===== src/rtl/bt_cmd_scheduler.sv =====
// Bluetooth command scheduler: FIFO-buffered UART command bytes decoded into seek/volume
// requests for the player core. Optional ECHO state enabled by defining BT_SCHED_ECHO_EN.
module bt_cmd_scheduler #(
   parameter int TRACKS     = 7,
   parameter int FIFO_DEPTH = 4,
   parameter int VOL_MAX    = 15,
   parameter int VOL_INIT   = 8
) (
   input  logic       CLK,
   input  logic       RST,
   input  logic       RX_VALID,
   input  logic [7:0] RX_DATA,
   output logic       CMD_VALID,
   output logic       CMD_OP,
   output logic [2:0] CMD_TRACK,
   output logic [3:0] CMD_VOL,
   input  logic       CMD_ACK,
   output logic [2:0] TRACK,
   output logic [3:0] VOLUME,
`ifdef BT_SCHED_ECHO_EN
   output logic       TX_VALID,
   output logic [7:0] TX_DATA,
   input  logic       TX_READY,
`endif
   output logic       FIFO_FULL,
   output logic [7:0] DROP_CNT
);

   localparam int                AW        = $clog2(FIFO_DEPTH);
   localparam logic [2:0]        TRK_LAST  = 3'(TRACKS - 1);
   localparam logic [3:0]        TRK_NUM   = 4'(TRACKS);
   localparam logic [3:0]        VOL_MAX_V = 4'(VOL_MAX);
   localparam logic signed [5:0] VOL_MAX_S = 6'(VOL_MAX);

   typedef enum logic [1:0] {
      IDLE,
      EXEC,
      ISSUE
`ifdef BT_SCHED_ECHO_EN
      , ECHO
`endif
   } state_t;

   state_t state, state_nxt;

   logic [3:0]    fifo_mem [FIFO_DEPTH];
   logic [AW-1:0] wr_ptr, rd_ptr;
   logic [AW:0]   fifo_cnt;
   logic          fifo_empty, byte_ok, push, pop, drop;
   logic [3:0]    cmd_p0;
   logic          is_vol, discard;
   logic [2:0]    seek_tgt;
   logic [3:0]    vol_tgt, abs_trk;

   function automatic logic [3:0] vol_sat(input logic signed [5:0] v);
      if (v < 6'sd0)
         return 4'd0;
      if (v > VOL_MAX_S)
         return VOL_MAX_V;
      return v[3:0];
   endfunction

   assign byte_ok    = (RX_DATA >= 8'h01) && (RX_DATA <= 8'h0B);
   assign fifo_empty = (fifo_cnt == '0);
   assign FIFO_FULL  = (fifo_cnt == (AW+1)'(FIFO_DEPTH));
   assign pop        = (state == IDLE) && !fifo_empty;
   // A full FIFO still accepts a byte when the head leaves in the same cycle.
   assign push       = RX_VALID && byte_ok && (!FIFO_FULL || pop);
   assign drop       = RX_VALID && byte_ok && FIFO_FULL && !pop;
   assign CMD_VALID  = (state == ISSUE);

   // Stage p0: FIFO storage and popped command byte (data only, no reset)
   always_ff @(posedge CLK) begin
      if (push)
         fifo_mem[wr_ptr] <= RX_DATA[3:0];
      if (pop)
         cmd_p0 <= fifo_mem[rd_ptr];
   end

   always_ff @(posedge CLK) begin
      if (RST) begin
         wr_ptr   <= '0;
         rd_ptr   <= '0;
         fifo_cnt <= '0;
         DROP_CNT <= 8'd0;
      end else begin
         if (push)
            wr_ptr <= wr_ptr + AW'(1);
         if (pop)
            rd_ptr <= rd_ptr + AW'(1);
         if (push && !pop)
            fifo_cnt <= fifo_cnt + (AW+1)'(1);
         else if (pop && !push)
            fifo_cnt <= fifo_cnt - (AW+1)'(1);
         if (drop && (DROP_CNT != 8'hFF))
            DROP_CNT <= DROP_CNT + 8'd1;
      end
   end

   // Stage p1: decode against the already-updated TRACK/VOLUME
   always_comb begin
      is_vol   = 1'b0;
      discard  = 1'b0;
      seek_tgt = TRACK;
      vol_tgt  = VOLUME;
      abs_trk  = cmd_p0 - 4'd5;
      case (cmd_p0)
         4'h1: seek_tgt = (TRACK == 3'd0) ? TRK_LAST : TRACK - 3'd1;
         4'h2: seek_tgt = (TRACK == TRK_LAST) ? 3'd0 : TRACK + 3'd1;
         4'h3: begin
            is_vol  = 1'b1;
            vol_tgt = vol_sat($signed({2'b00, VOLUME}) + 6'sd1);
            discard = (vol_tgt == VOLUME);
         end
         4'h4: begin
            is_vol  = 1'b1;
            vol_tgt = vol_sat($signed({2'b00, VOLUME}) - 6'sd1);
            discard = (vol_tgt == VOLUME);
         end
         default: begin
            seek_tgt = abs_trk[2:0];
            discard  = (abs_trk >= TRK_NUM) || (abs_trk[2:0] == TRACK);
         end
      endcase
   end

   always_ff @(posedge CLK) begin
      if (RST)
         state <= IDLE;
      else
         state <= state_nxt;
   end

   always_comb begin
      state_nxt = state;
      case (state)
         IDLE:  if (!fifo_empty) state_nxt = EXEC;
`ifdef BT_SCHED_ECHO_EN
         EXEC:  state_nxt = discard ? ECHO : ISSUE;
         ISSUE: if (CMD_ACK) state_nxt = ECHO;
         ECHO:  if (TX_READY) state_nxt = IDLE;
`else
         EXEC:  state_nxt = discard ? IDLE : ISSUE;
         ISSUE: if (CMD_ACK) state_nxt = IDLE;
`endif
         default: state_nxt = IDLE;
      endcase
   end

   // Stage p2: request registers and player state, committed on acknowledge
   always_ff @(posedge CLK) begin
      if (RST) begin
         CMD_OP    <= 1'b0;
         CMD_TRACK <= 3'd0;
         CMD_VOL   <= 4'(VOL_INIT);
         TRACK     <= 3'd0;
         VOLUME    <= 4'(VOL_INIT);
      end else begin
         if ((state == EXEC) && !discard) begin
            CMD_OP <= is_vol;
            if (is_vol)
               CMD_VOL <= vol_tgt;
            else
               CMD_TRACK <= seek_tgt;
         end
         if ((state == ISSUE) && CMD_ACK) begin
            if (CMD_OP)
               VOLUME <= CMD_VOL;
            else
               TRACK <= CMD_TRACK;
         end
      end
   end

`ifdef BT_SCHED_ECHO_EN
   logic [7:0] tx_data_p2;

   always_ff @(posedge CLK) begin
      if ((state == EXEC) && discard)
         tx_data_p2 <= 8'hFF;
      else if ((state == ISSUE) && CMD_ACK)
         tx_data_p2 <= CMD_OP ? {2'b11, 2'b00, CMD_VOL} : {2'b10, 3'b000, CMD_TRACK};
   end

   assign TX_VALID = (state == ECHO);
   assign TX_DATA  = tx_data_p2;
`endif

endmodule


===== config.mk =====
export PLATFORM = sky130hd
export DESIGN_NAME = bt_cmd_scheduler
export DESIGN_NICKNAME = d
export VERILOG_FILES = /design/src/rtl/bt_cmd_scheduler.sv
export SDC_FILE = /design/constraint.sdc
export NUM_CORES = 1
export LEC_CHECK = 0
export ABC_AREA = 1
export BUFFER_PORTS_ARGS = -buffer_cell sky130_fd_sc_hd__buf_2
export CORE_ASPECT_RATIO = 0.6
export CORE_MARGIN = 3
export CORE_UTILIZATION = 30
export CTS_CLUSTER_SIZE = 28
export DETAILED_ROUTE_END_ITERATION = 6
export GPL_TIMING_DRIVEN = 1
export PLACE_DENSITY = 0.57
export SKIP_LAST_GASP = 1
export SYNTH_ARGS = -nofsm -noshare
export SYNTH_HDL_FRONTEND = slang
export SYNTH_SLANG_ARGS = --single-unit

===== constraint.sdc =====
create_clock -name CLK -period 6.1 [get_ports CLK]
set_clock_uncertainty 0.05 [all_clocks]
set_input_delay 0.61 -clock CLK [delete_from_list [all_inputs] [get_ports CLK]]
set_output_delay 0.61 -clock CLK [all_outputs]
set_load 0.02 [all_outputs]

==> results of run 1 <==
registers in the layout, summed over array words and instances (netlist names), 3 cells and up:
register and count:
CMD_TRACK 3, CMD_VOL 4, DROP_CNT 8, TRACK 3, VOLUME 4, cmd_p0 4, fifo_cnt 3, fifo_mem 16
synth_stat cells (3+ instances only):
master and number:
nor2_1 47, edfxtp_1 20, nand3_2 3, nand2_4 4, o22ai_1 4, nor2_2 5, ha_1 19, o21ai_0 28
a21oi_1 27, dfxtp_1 32, inv_1 51, clkbuf_1 4, nand4_1 10, nand3_1 19, xor2_1 5, xnor2_1 7
nand2_1 54
power by group:
part / switching, mW / internal (mW) / total (mW) / leakage, nW
Combinational: 0.338 / 0.170 / 0.508 / 0.926
Clock: 0.131 / 0.237 / 0.368 / 0.0944
Sequential: 0.0550 / 0.420 / 0.475 / 0.442
metal layers:
metal  global-route usage  up-vias  wire, microns
li1                     -     1254              -
met1                0.175     1078           3440
met2                0.172       45           2430
met3               0.0288        7            291
met4               0.0405        0             70
met5                    0        -              0
critical path: cells and delay by family:
family | cells | cell delay, ns
AND/OR/NAND/NOR | 4 | 0.64
adder cells (fa/ha/maj) | 2 | 0.53
buffers and inverters | 3 | 0.27
AO/OA/AOI/OAI | 4 | 0.49
placed cells by master, fill, tap and decap left out, types with 19 or more instances in the layout:
cell / n
o21ai_0: 28
nand3_1: 19
edfxtp_1: 20
dfxtp_1: 32
a21oi_1: 27
ha_1: 19
buf_2: 36
inv_1: 51
nor2_1: 47
nand2_1: 54
layout make-up:
type                       count  share of cell area
clock buffer                   5              0.0369
clock inverter                 3              0.0203
inverter                      54              0.0605
multi-input combinational    247               0.416
sequential                    52               0.366
tap                          130              0.0479
timing repair buffer          36              0.0531
logic make-up after synthesis:
| family | after synthesis | share of synthesized area |
|---|---|---|
| AOI/OAI and AO/OA | 66 | 0.121 |
| xor gates and xnor gates | 12 | 0.0365 |
| adders and majority gates | 20 | 0.0894 |
| buffers and inverters | 60 | 0.0799 |
| DFF | 52 | 0.431 |
| and+or+nand+nor | 149 | 0.242 |
worst max-delay path by stage:
stage / end / startpoint / slack (ns) / depth (start not counted)
2_1_floorplan: fifo_cnt[2] / RX_DATA[4] / 3.75 / 12
3_3_place_gp: fifo_cnt[2] / RX_DATA[4] / 3.53 / 13
3_5_place_dp: fifo_cnt[2] / RX_DATA[4] / 3.39 / 13
4_1_cts: fifo_cnt[2] / RX_DATA[4] / 3.70 / 13
5_1_grt: fifo_cnt[2] / RX_DATA[4] / 3.42 / 13
6_report: fifo_cnt[2] / RX_DATA[4] / 3.67 / 13
==> summary.md, run 1 <==
| Metric | Value |
|---|---|
| Worst hold endpoint | `TRACK[2]` |
| Die ar. | `0.0109 sq mm` |
| DR iter-0 viols | `172` |
| Post-CTS Setup Bufs | `0` |
| Synthesis-to-layout area growth | `17.8%` |
| Slowest stage delay, CP | `0.39 ns` |
| Area of the multi-input gates | `0.00141 sq mm` |
| Maximum fanout along the worst path | `9` |
| Hold buffers post-CTS | `0` |
| PnR worst setup slack | `3.67 ns` |
| Ranking of synthesized cells by area | `dfxtp_1 22%, edfxtp_1 21%, ha_1 8.3%` |
| Placed Area | `0.00320 sq mm` |
| Status | `finished clean` |
| FF+latch area | `0.00124 sq mm` |
| Share of layout cells above drive strength 1 | `0.151` |
| Final setup violation count | `0` |
| Post-synth design cell area | `0.00288 sq mm` |
| Max clock buf depth | `2` |
| PortBufs | `36` |
| Initial antenna violation count | `0` |
| CTS tree | `yes` |
| Die height | `81.9 microns` |
| Fin. max-slew vios | `0` |
| Vias | `2384` |
| Hold WS | `0.418 ns` |
| Max VDD drop | `0.000133 V` |
| Share of the synthesized area in the top cell type | `0.222` |
| Drt drc | `0` |
| ANT cells | `0` |
| Antenna-violating nets left | `0` |
| Max cap viols | `0` |
| Slowest stage cell, crit path | `fa_1` |
| Reg2reg end | `fifo_cnt[1]` |
| Vias in the first global route | `2199` |
| Hold Startpoint | `CMD_TRACK[2]` |
| Period utilization | `0.398` |
| Layout Nets | `428` |
| Global-route wire length before repair | `10500 microns` |
| IO Count | `37` |
| Critical Path AT | `2.56 ns` |
| Avg WL per Cell | `11.8 microns` |
| Crit. End Element | `flip-flop` |
| Slew @ Worst Pin | `0.716 ns` |
| CTS buffer count | `5` |
| Die W | `133 microns` |
| Power, Total | `1.35 mW` |
| WP data required | `6.23 ns` |
| GR Overflow Total | `0` |
| Clk root buf | `clkbuf_16` |
| Post-synthesis cell type count | `31` |
| Minimum clock period | `2.43 ns` |
| Async S/R FF share, synth | `0` |
| Top_reg_cell synth | `dfxtp_1` |
| DR pass1 iterations | `4` |
| Setup CP Type | `primary input to flip-flop` |
| Syn Inst Count | `359` |
| YS warnings | `0` |
| Slew headroom | `0.522` |
| Crit Reg-Reg Startpoint | `fifo_cnt[0]` |
| Core box area | `0.00926 sq mm` |
| Reg-to-reg slack, setup | `3.78 ns` |
| Clock latency on the worst-skew pair | `0.30 ns` |
| CTS sink count | `52` |
| DP HPWL | `4830 microns` |
| Register area share after synthesis | `0.431` |
| Hold Crit Depth | `2` |
| Post-synth EDFFs | `20` |
| Setup Slack @ Placement | `3.39 ns` |
| Largest area contributor in the netlist | `dfxtp_1` |
| Design area | `0.00339 sq mm` |
| Worst Reg2Reg Path Length in Cells | `9` |
| Syn nets | `391` |
| # rows | `27` |
| Post-DR vias/cell | `4.52` |
| Placed insts | `519` |
| Unrepaired setup endpoints after global routing | `no` |
| CP cell instances | `buf_2, nor2_1, nand2_1, nor3_1, nand2_1, inv_1, ha_1, inv_1, fa_1, a21oi_1, o21ai_0, o21ai_0, a21oi_1` |
| Setup TNS | `0 ns` |
| Seq cells post-synth | `52` |
| Largest net degree at the start of global routing | `25` |
| Post-CTS resize count | `0` |
| Fin util | `0.367` |
| Placer Congestion | `0.834` |
| H-tree levels | `2` |
| Hold Crit Class | `flip-flop to flip-flop` |
| Syn_area_per_cell | `8.03 sq um` |
| Clock Pin Slew Worst Setup and Hold Paths | `0.07 ns` |
| GR Util All Layers | `0.120` |
| PwrDens | `398 mW/mm^2` |
| Routed WL | `6230 microns` |
| Final Hold Viols | `0` |
| Fillers | `967` |
| Initial Util | `0.311` |
| Leakage | `1.46 nW` |
| Max Clk Rate | `412 MHz` |
| Final instance count without filler cells | `527` |
| CP Launch Type | `primary input` |
Power figures use the tool's default switching activity.
==> run 2, diff against run 1 <==
==> constraint.sdc (replaced) <==
create_clock -name CLK -period 2.34 [get_ports CLK]
set_clock_uncertainty 0.05 [all_clocks]
set_input_delay 0.234 -clock CLK [delete_from_list [all_inputs] [get_ports CLK]]
set_output_delay 0.234 -clock CLK [all_outputs]
set_load 0.02 [all_outputs]
==> run 2 against run 1 <==
Cell count increased by 1.3%. Power increased to 2.5 times the previous value. Largest power group unchanged. Via count up 1.2%. Hold slack lost 0.28 ns. Clock-buffer cell count unchanged. First-iteration DRC count rose by 11%. Utilization up 0.24 points. Critical endpoint unchanged. Sequential cell count stayed put.
==> summary.md, run 2 (synthesized netlist as in run 1, its figures left out) <==
| Metric | Value |
|---|---|
| Status | `finished clean` |
| Seq pwr share | `0.362 (+0.010)` |
| Share of layout cells above drive strength 1 | `0.166 (+0.0147)` |
| Clock power share | `0.227 (-0.045)` |
| Reg with most FFs | `fifo_mem` |
| CTS sink count | `52 (unchanged)` |
| Max clock buf depth | `2 (unchanged)` |
| Drt drc | `0 (unchanged)` |
| Leakage | `1.48 nW (+1.3%)` |
| CTS buffer count | `5 (unchanged)` |
| Antenna-violating nets left | `0 (unchanged)` |
| Die height | `81.9 microns (unchanged)` |
| Initial antenna violation count | `0 (unchanged)` |
| Clk root buf | `clkbuf_16` |
| Number of flip-flops in the largest register | `16 (unchanged)` |
| WP data required | `2.47 ns (-3.76 ns)` |
| DR pass1 iterations | `4 (unchanged)` |
| # rows | `27 (unchanged)` |
| Crit Reg-Reg Startpoint | `fifo_cnt[0]` |
| Core box area | `0.00926 sq mm (unchanged)` |
| CP Buf/Inv Count | `1 (-2)` |
| Reg2reg end | `fifo_cnt[2]` |
| Slew headroom | `0.502 (-0.0202)` |
| CP delay by family, top | `compound AO/OA/AOI/OAI gates` |
| Switching Share | `0.413 (+0.0254)` |
| CP cell instances | `o31ai_1, ha_1, inv_1, fa_1, a21oi_1, o21ai_0, o21ai_0, a21oi_1` |
| Crit. End Element | `flip-flop` |
| Setup TNS | `0 ns (unchanged)` |
| Layout Nets | `435 (+1.6%)` |
| Clock latency on the worst-skew pair | `0.29 ns (about the same)` |
| Global-route wire length before repair | `10500 microns (about the same)` |
| CTS tree | `yes` |
| Setup CP Type | `flip-flop to flip-flop` |
| Reg-to-reg slack, setup | `0.22 ns (-3.56 ns)` |
| Clock Pin Slew Worst Setup and Hold Paths | `0.07 ns (about the same)` |
| Internal power | `1.99 mW (+140%)` |
| Unrepaired setup endpoints after global routing | `no` |
| Most frequent cells in the layout | `54 x nand2_1, 51 x inv_1, 47 x nor2_1, 36 x buf_2, 32 x dfxtp_1` |
| Die W | `133 microns (unchanged)` |
| ANT cells | `0 (unchanged)` |
| GR Util All Layers | `0.118 (-0.00221)` |
| Registers with the most flip-flops | `fifo_mem x16, DROP_CNT x8` |
| Worst Reg2Reg Path Length in Cells | `8 (-1)` |
| Final setup violation count | `0 (unchanged)` |
| DP HPWL | `4850 microns (+0.36%)` |
| Placer Congestion | `0.857 (+2.8%)` |
| PortBufs | `36 (unchanged)` |
| Post-DR vias/cell | `4.52 (-0.11%)` |
| Slowest stage cell, crit path | `o31ai_1` |
| Vias in the first global route | `2187 (-0.55%)` |
| NetSw | `1.40 mW (+170%)` |
| Worst hold endpoint | `fifo_mem[0][2]` |
| Avg WL per Cell | `11.8 microns (-0.44%)` |
| CP Launch Type | `flip-flop` |
| Logic gate share of total power | `0.411 (+0.035)` |
| H-tree levels | `2 (unchanged)` |
| Largest net degree at the start of global routing | `25 (unchanged)` |
| IO Count | `37 (unchanged)` |
| Period utilization | `0.907` |
| Hold Startpoint | `RX_DATA[2]` |
| Max cap viols | `0 (unchanged)` |
| Commonest non-fill, non-tap cell in the layout | `nand2_1` |
| Initial Util | `0.311 (unchanged)` |
| Final Hold Viols | `0 (unchanged)` |
| Hold Crit Depth | `1 (-1)` |
| Hold Crit Class | `primary input to flip-flop` |
| Slowest stage delay, CP | `0.41 ns (+0.02 ns)` |
| GR Overflow Total | `0 (unchanged)` |
| Critical Path AT | `2.25 ns (-0.31 ns)` |
| Max Clk Rate | `471 MHz` |
| Minimum clock period | `2.12 ns` |
| Vias | `2413 (+1.2%)` |
| Slew @ Worst Pin | `0.746 ns (+0.0302 ns)` |
| Max VDD drop | `0.000364 V (+170%)` |
| Synthesis-to-layout area growth | `18.5%` |
| Die ar. | `0.0109 sq mm (unchanged)` |
| Routed WL | `6290 microns (+0.88%)` |
| Fin. max-slew vios | `0 (unchanged)` |
| Maximum fanout along the worst path | `5 (-4)` |
| DR iter-0 viols | `191 (+11%)` |
| PwrDens | `991 mW/mm^2 (+150%)` |
| Power, Total | `3.39 mW (+150%)` |
-- run 2: changes by cell type in the layout (fill, tap and decap cells not counted), sizes merged --
cell and change:
buf +7, bufinv -2, clkinv +2
-- run 2: power by group through the flow --
stage / clock [mW] / sequential [mW] / combinational (mW)
after global routing: 0.829 / 1.25 / 1.58
after detailed placement: 0 / 1.25 / 1.36
after CTS: 0.791 / 1.23 / 1.37
after floorplan: 0 / 1.27 / 1.00
after global placement: 0 / 1.25 / 1.32
final: 0.767 / 1.23 / 1.39
-- run 2: worst max path at each step --
stage / depth (start not counted) / from / endpoint
4_1_cts: 13 / cmd_p0[0] / CMD_TRACK[1]
3_3_place_gp: 13 / RX_DATA[4] / fifo_cnt[2]
3_5_place_dp: 13 / RX_DATA[2] / fifo_cnt[2]
2_1_floorplan: 9 / fifo_cnt[0] / fifo_cnt[1]
6_report: 8 / fifo_cnt[0] / fifo_cnt[2]
5_1_grt: 11 / fifo_cnt[0] / fifo_cnt[2]
-- run 2: per-stage QoR --
stage / hold slack (ns) / cells / utilization / area, sq um / worst slack (ns)
floorplan: 0.283 / 359 / - / 2880 / 0.345
global placement: 0.413 / 525 / 0.351 / 3240 / 0.248
detailed placement: 0.416 / 525 / 0.351 / 3240 / 0.145
CTS: 0.129 / 533 / 0.368 / 3400 / 0.193
global route: 0.126 / 534 / 0.369 / 3420 / 0.00657
finish: 0.138 / 534 / 0.369 / 3420 / 0.218
-- run 2: routing by layer --
metal	vias to the layer above	global-route usage	wire (microns)	part of all wire
met3	4	0.0330	318	0.051
met4	0	0.0197	26	0.0041
li1	1270	-	-	-
met5	-	0	0	0
met1	1091	0.180	3540	0.56
met2	48	0.163	2410	0.38
-- run 2: layout make-up --
type / instances / area [sq um]
Timing Repair Buffer: 43 / 233
Sequential cell: 52 / 1240
Fill cell: 989 / 5840
Inverter: 54 / 205
Multi-Input combinational cell: 247 / 1420
Clock inverter: 3 / 33.8
Clock buffer: 5 / 125
Tap cell: 130 / 163
-- run 2: timing repair --
action	4_1_cts	5_1_grt
resized for setup	0	1
endpoints found under the setup margin	0	7
hold buffers	0	0
setup buffers	0	1
-- run 2: worst reg2reg max path: stages, from the launching register on --
cell and delay [ns]:
dfxtp_1 0.37, o31ai_1 0.41, ha_1 0.23, inv_1 0.07, fa_1 0.38, a21oi_1 0.15
o21ai_0 0.12, o21ai_0 0.17, a21oi_1 0.06
==> run 3, diff against run 2 <==
--- a/config.mk
+++ b/config.mk
@@ -9,11 +9,11 @@
 export BUFFER_PORTS_ARGS = -buffer_cell sky130_fd_sc_hd__buf_2
 export CORE_ASPECT_RATIO = 0.6
 export CORE_MARGIN = 3
-export CORE_UTILIZATION = 30
+export CORE_UTILIZATION = 58
 export CTS_CLUSTER_SIZE = 28
 export DETAILED_ROUTE_END_ITERATION = 6
 export GPL_TIMING_DRIVEN = 1
-export PLACE_DENSITY = 0.57
+export PLACE_DENSITY = 0.9
 export SKIP_LAST_GASP = 1
 export SYNTH_ARGS = -nofsm -noshare
 export SYNTH_HDL_FRONTEND = slang
==> run 3 against run 2 <==
Critical endpoint is now CMD_TRACK[2]. Maximum frequency increased by 0.49%. Global-route usage increased by 9.0 points. Largest power group unchanged. First-iteration DRC count fell by 19%. Highest routed layer unchanged. Critical path type unchanged. Critical path depth is 5 higher. Sequential share of layout area is 1.8 points higher. Die area decreased by 46%.
==> summary.md, run 3 (synthesized netlist as in run 1, its figures left out) <==
| Metric | Value |
|---|---|
| Setup TNS | `0 ns (unchanged)` |
| Period utilization | `0.902 (-0.00444)` |
| Switching Share | `0.415 (+0.00200)` |
| Placed insts | `456 (-13%)` |
| Logic gate share of total power | `0.420 (+0.009)` |
| Largest net degree at the start of global routing | `25 (unchanged)` |
| DP HPWL | `4360 microns (-10%)` |
| Layout Nets | `432 (-0.69%)` |
| Power, Total | `3.22 mW (-5.0%)` |
| Vias | `2470 (+2.4%)` |
| CTS sink count | `52 (unchanged)` |
| Share of layout cells above drive strength 1 | `0.157 (-0.00873)` |
| Die height | `60.6 microns (-26%)` |
| Max cap viols | `0 (unchanged)` |
| Final setup violation count | `0 (unchanged)` |
| Registers with the most flip-flops | `fifo_mem x16, DROP_CNT x8` |
| DR pass1 iterations | `5 (+1)` |
| Worst path most repeated cell | `nand2_1` |
| Clk root buf | `clkbuf_8` |
| Hold WS | `0.116 ns (-0.0222 ns)` |
| ANT cells | `0 (unchanged)` |
| CP Launch Type | `flip-flop` |
| Initial Util | `0.615 (+0.304)` |
| Global-route wire length before repair | `9780 microns (-6.5%)` |
| Hold Startpoint | `RX_DATA[0]` |
| WL met3 | `445 microns (+40%)` |
| Hold buffers post-CTS | `0 (unchanged)` |
| CP cell instances | `inv_1, ha_1, inv_1, nand2_1, nand2_1, nand3_1, nand4_1, nand2_1, nand2_4, nand3_2, nand2_1, inv_1, nor2_1` |
| Slew headroom | `0.536 (+0.0345)` |
| Reg with most FFs | `fifo_mem` |
| Internal power | `1.88 mW (-5.3%)` |
| Initial antenna violation count | `0 (unchanged)` |
| Commonest non-fill, non-tap cell in the layout | `nand2_1` |
| Hold Crit Depth | `1 (unchanged)` |
| GR Util All Layers | `0.208 (+0.0902)` |
| Status | `finished clean` |
| Core box area | `0.00468 sq mm (-49%)` |
| Post-CTS Setup Bufs | `0 (unchanged)` |
| Antenna-violating nets left | `0 (unchanged)` |
| Routed WL | `6040 microns (-3.9%)` |
| Top layer in use | `met4` |
| Final Hold Viols | `0 (unchanged)` |
| CTS buffer count | `5 (unchanged)` |
| PortBufs | `36 (unchanged)` |
| CTS tree | `yes` |
| Setup Slack @ Placement | `0.257 ns (+0.112 ns)` |
| Clock power share | `0.194 (-0.033)` |
| # rows | `19 (-30%)` |
| IO Count | `37 (unchanged)` |
| Crit Reg-Reg Startpoint | `VOLUME[1]` |
| NetSw | `1.34 mW (-4.5%)` |
| Clock latency on the worst-skew pair | `0.30 ns (about the same)` |
| Post-CTS resize count | `0 (unchanged)` |
| Wire length on met1 | `2950 microns (-17%)` |
| Max Clk Rate | `474 MHz (+0.49%)` |
| Max VDD drop | `0.000782 V (+120%)` |
| Reg2reg end | `CMD_TRACK[2]` |
| Slowest stage cell, crit path | `dfxtp_1` |
| WP data required | `2.54 ns (+0.07 ns)` |
| Synthesis-to-layout area growth | `13.0%` |
| DR iter-0 viols | `155 (-19%)` |
| Slowest stage delay, CP | `0.50 ns (+0.09 ns)` |
| Maximum fanout along the worst path | `10 (+5)` |
| Avg WL per Cell | `13.0 microns (+11%)` |
| H-tree levels | `2 (unchanged)` |
| Worst hold endpoint | `fifo_mem[3][0]` |
| Die ar. | `0.00588 sq mm (-46%)` |
| Most frequent cells in the layout | `54 x nand2_1, 51 x inv_1, 47 x nor2_1, 36 x buf_2, 32 x dfxtp_1` |
| Final instance count without filler cells | `464 (-13%)` |
| Die W | `97.0 microns (-27%)` |
| Fin. max-slew vios | `0 (unchanged)` |
| Leakage | `1.44 nW (-2.5%)` |
| Post-DR vias/cell | `5.32 (+18%)` |
| Minimum clock period | `2.11 ns (-0.0104 ns)` |
| PnR worst setup slack | `0.229 ns (+0.0104 ns)` |
| Drt drc | `0 (unchanged)` |
| Placer Congestion | `0.863 (+0.69%)` |
| Max clock buf depth | `2 (unchanged)` |
| Crit. End Element | `flip-flop` |
| GR Overflow Total | `0 (unchanged)` |
| Critical Path Start | `VOLUME[1]` |
| Number of flip-flops in the largest register | `16 (unchanged)` |
| Seq pwr share | `0.386 (+0.024)` |
| Worst Reg2Reg Path Length in Cells | `13 (+5)` |
| Setup CP Type | `flip-flop to flip-flop` |
| Clock Pin Slew Worst Setup and Hold Paths | `0.10 ns (+0.03 ns)` |
| WL met2 | `2610 microns (+8.4%)` |
| Vias in the first global route | `2105 (-3.7%)` |
| Hold Crit Class | `primary input to flip-flop` |
| Reg-to-reg slack, setup | `0.23 ns (about the same)` |
| Unrepaired setup endpoints after global routing | `no` |
| PwrDens | `988 mW/mm^2 (-0.35%)` |
| Critical Path AT | `2.31 ns (+0.06 ns)` |
| Slew @ Worst Pin | `0.695 ns (-0.0517 ns)` |
run 3: how the worst max path moves through the flow:
stage	end	slack [ns]	depth (start not counted)
floorplan	fifo_cnt[1]	0.35	9
global placement	fifo_cnt[2]	0.32	13
detailed placement	fifo_cnt[2]	0.26	13
CTS	CMD_TRACK[0]	0.25	13
global route	CMD_TRACK[0]	0.04	13
finish	CMD_TRACK[2]	0.23	13
run 3: worst max-delay path, delay by kind of cell, from the launching register on:
kind | cells | cell delay, ns
and+or+nand+nor | 9 | 0.87
adders and majority gates | 1 | 0.31
buffers and inverters | 3 | 0.32
DFF | 1 | 0.50
run 3: per-layer routing:
| layer | vias to the layer above | track usage |
|---|---|---|
| met2 | 94 | 0.332 |
| met4 | 0 | 0.0580 |
| met3 | 6 | 0.0413 |
| li1 | 1263 | - |
| met5 | - | 0 |
| met1 | 1107 | 0.294 |
run 3: through the flow:
step / utilization / instance area [sq um]
detailed placement: 0.672 / 3150
floorplan: - / 2880
global route: 0.695 / 3260
finish: 0.695 / 3260
global placement: 0.672 / 3150
CTS: 0.695 / 3260
run 3: power by group through the flow:
| stage | logic [mW] | registers, mW | clock network (mW) |
|---|---|---|---|
| 4_1_cts | 1.35 | 1.24 | 0.624 |
| 3_5_place_dp | 1.33 | 1.26 | 0 |
| 5_1_grt | 1.52 | 1.26 | 0.664 |
| 6_report | 1.35 | 1.24 | 0.624 |
| 3_3_place_gp | 1.29 | 1.25 | 0 |
| 2_1_floorplan | 1.00 | 1.27 | 0 |
run 3: layout make-up:
| cell class | instances | area [sq um] |
|---|---|---|
| clock buffers | 6 | 72.6 |
| flip-flops and latches | 52 | 1240 |
| multi-input cells | 247 | 1410 |
| fillers | 356 | 1430 |
| inverters | 54 | 205 |
| well taps | 63 | 78.8 |
| repair buffers | 40 | 210 |
| clock inverters | 2 | 38.8 |
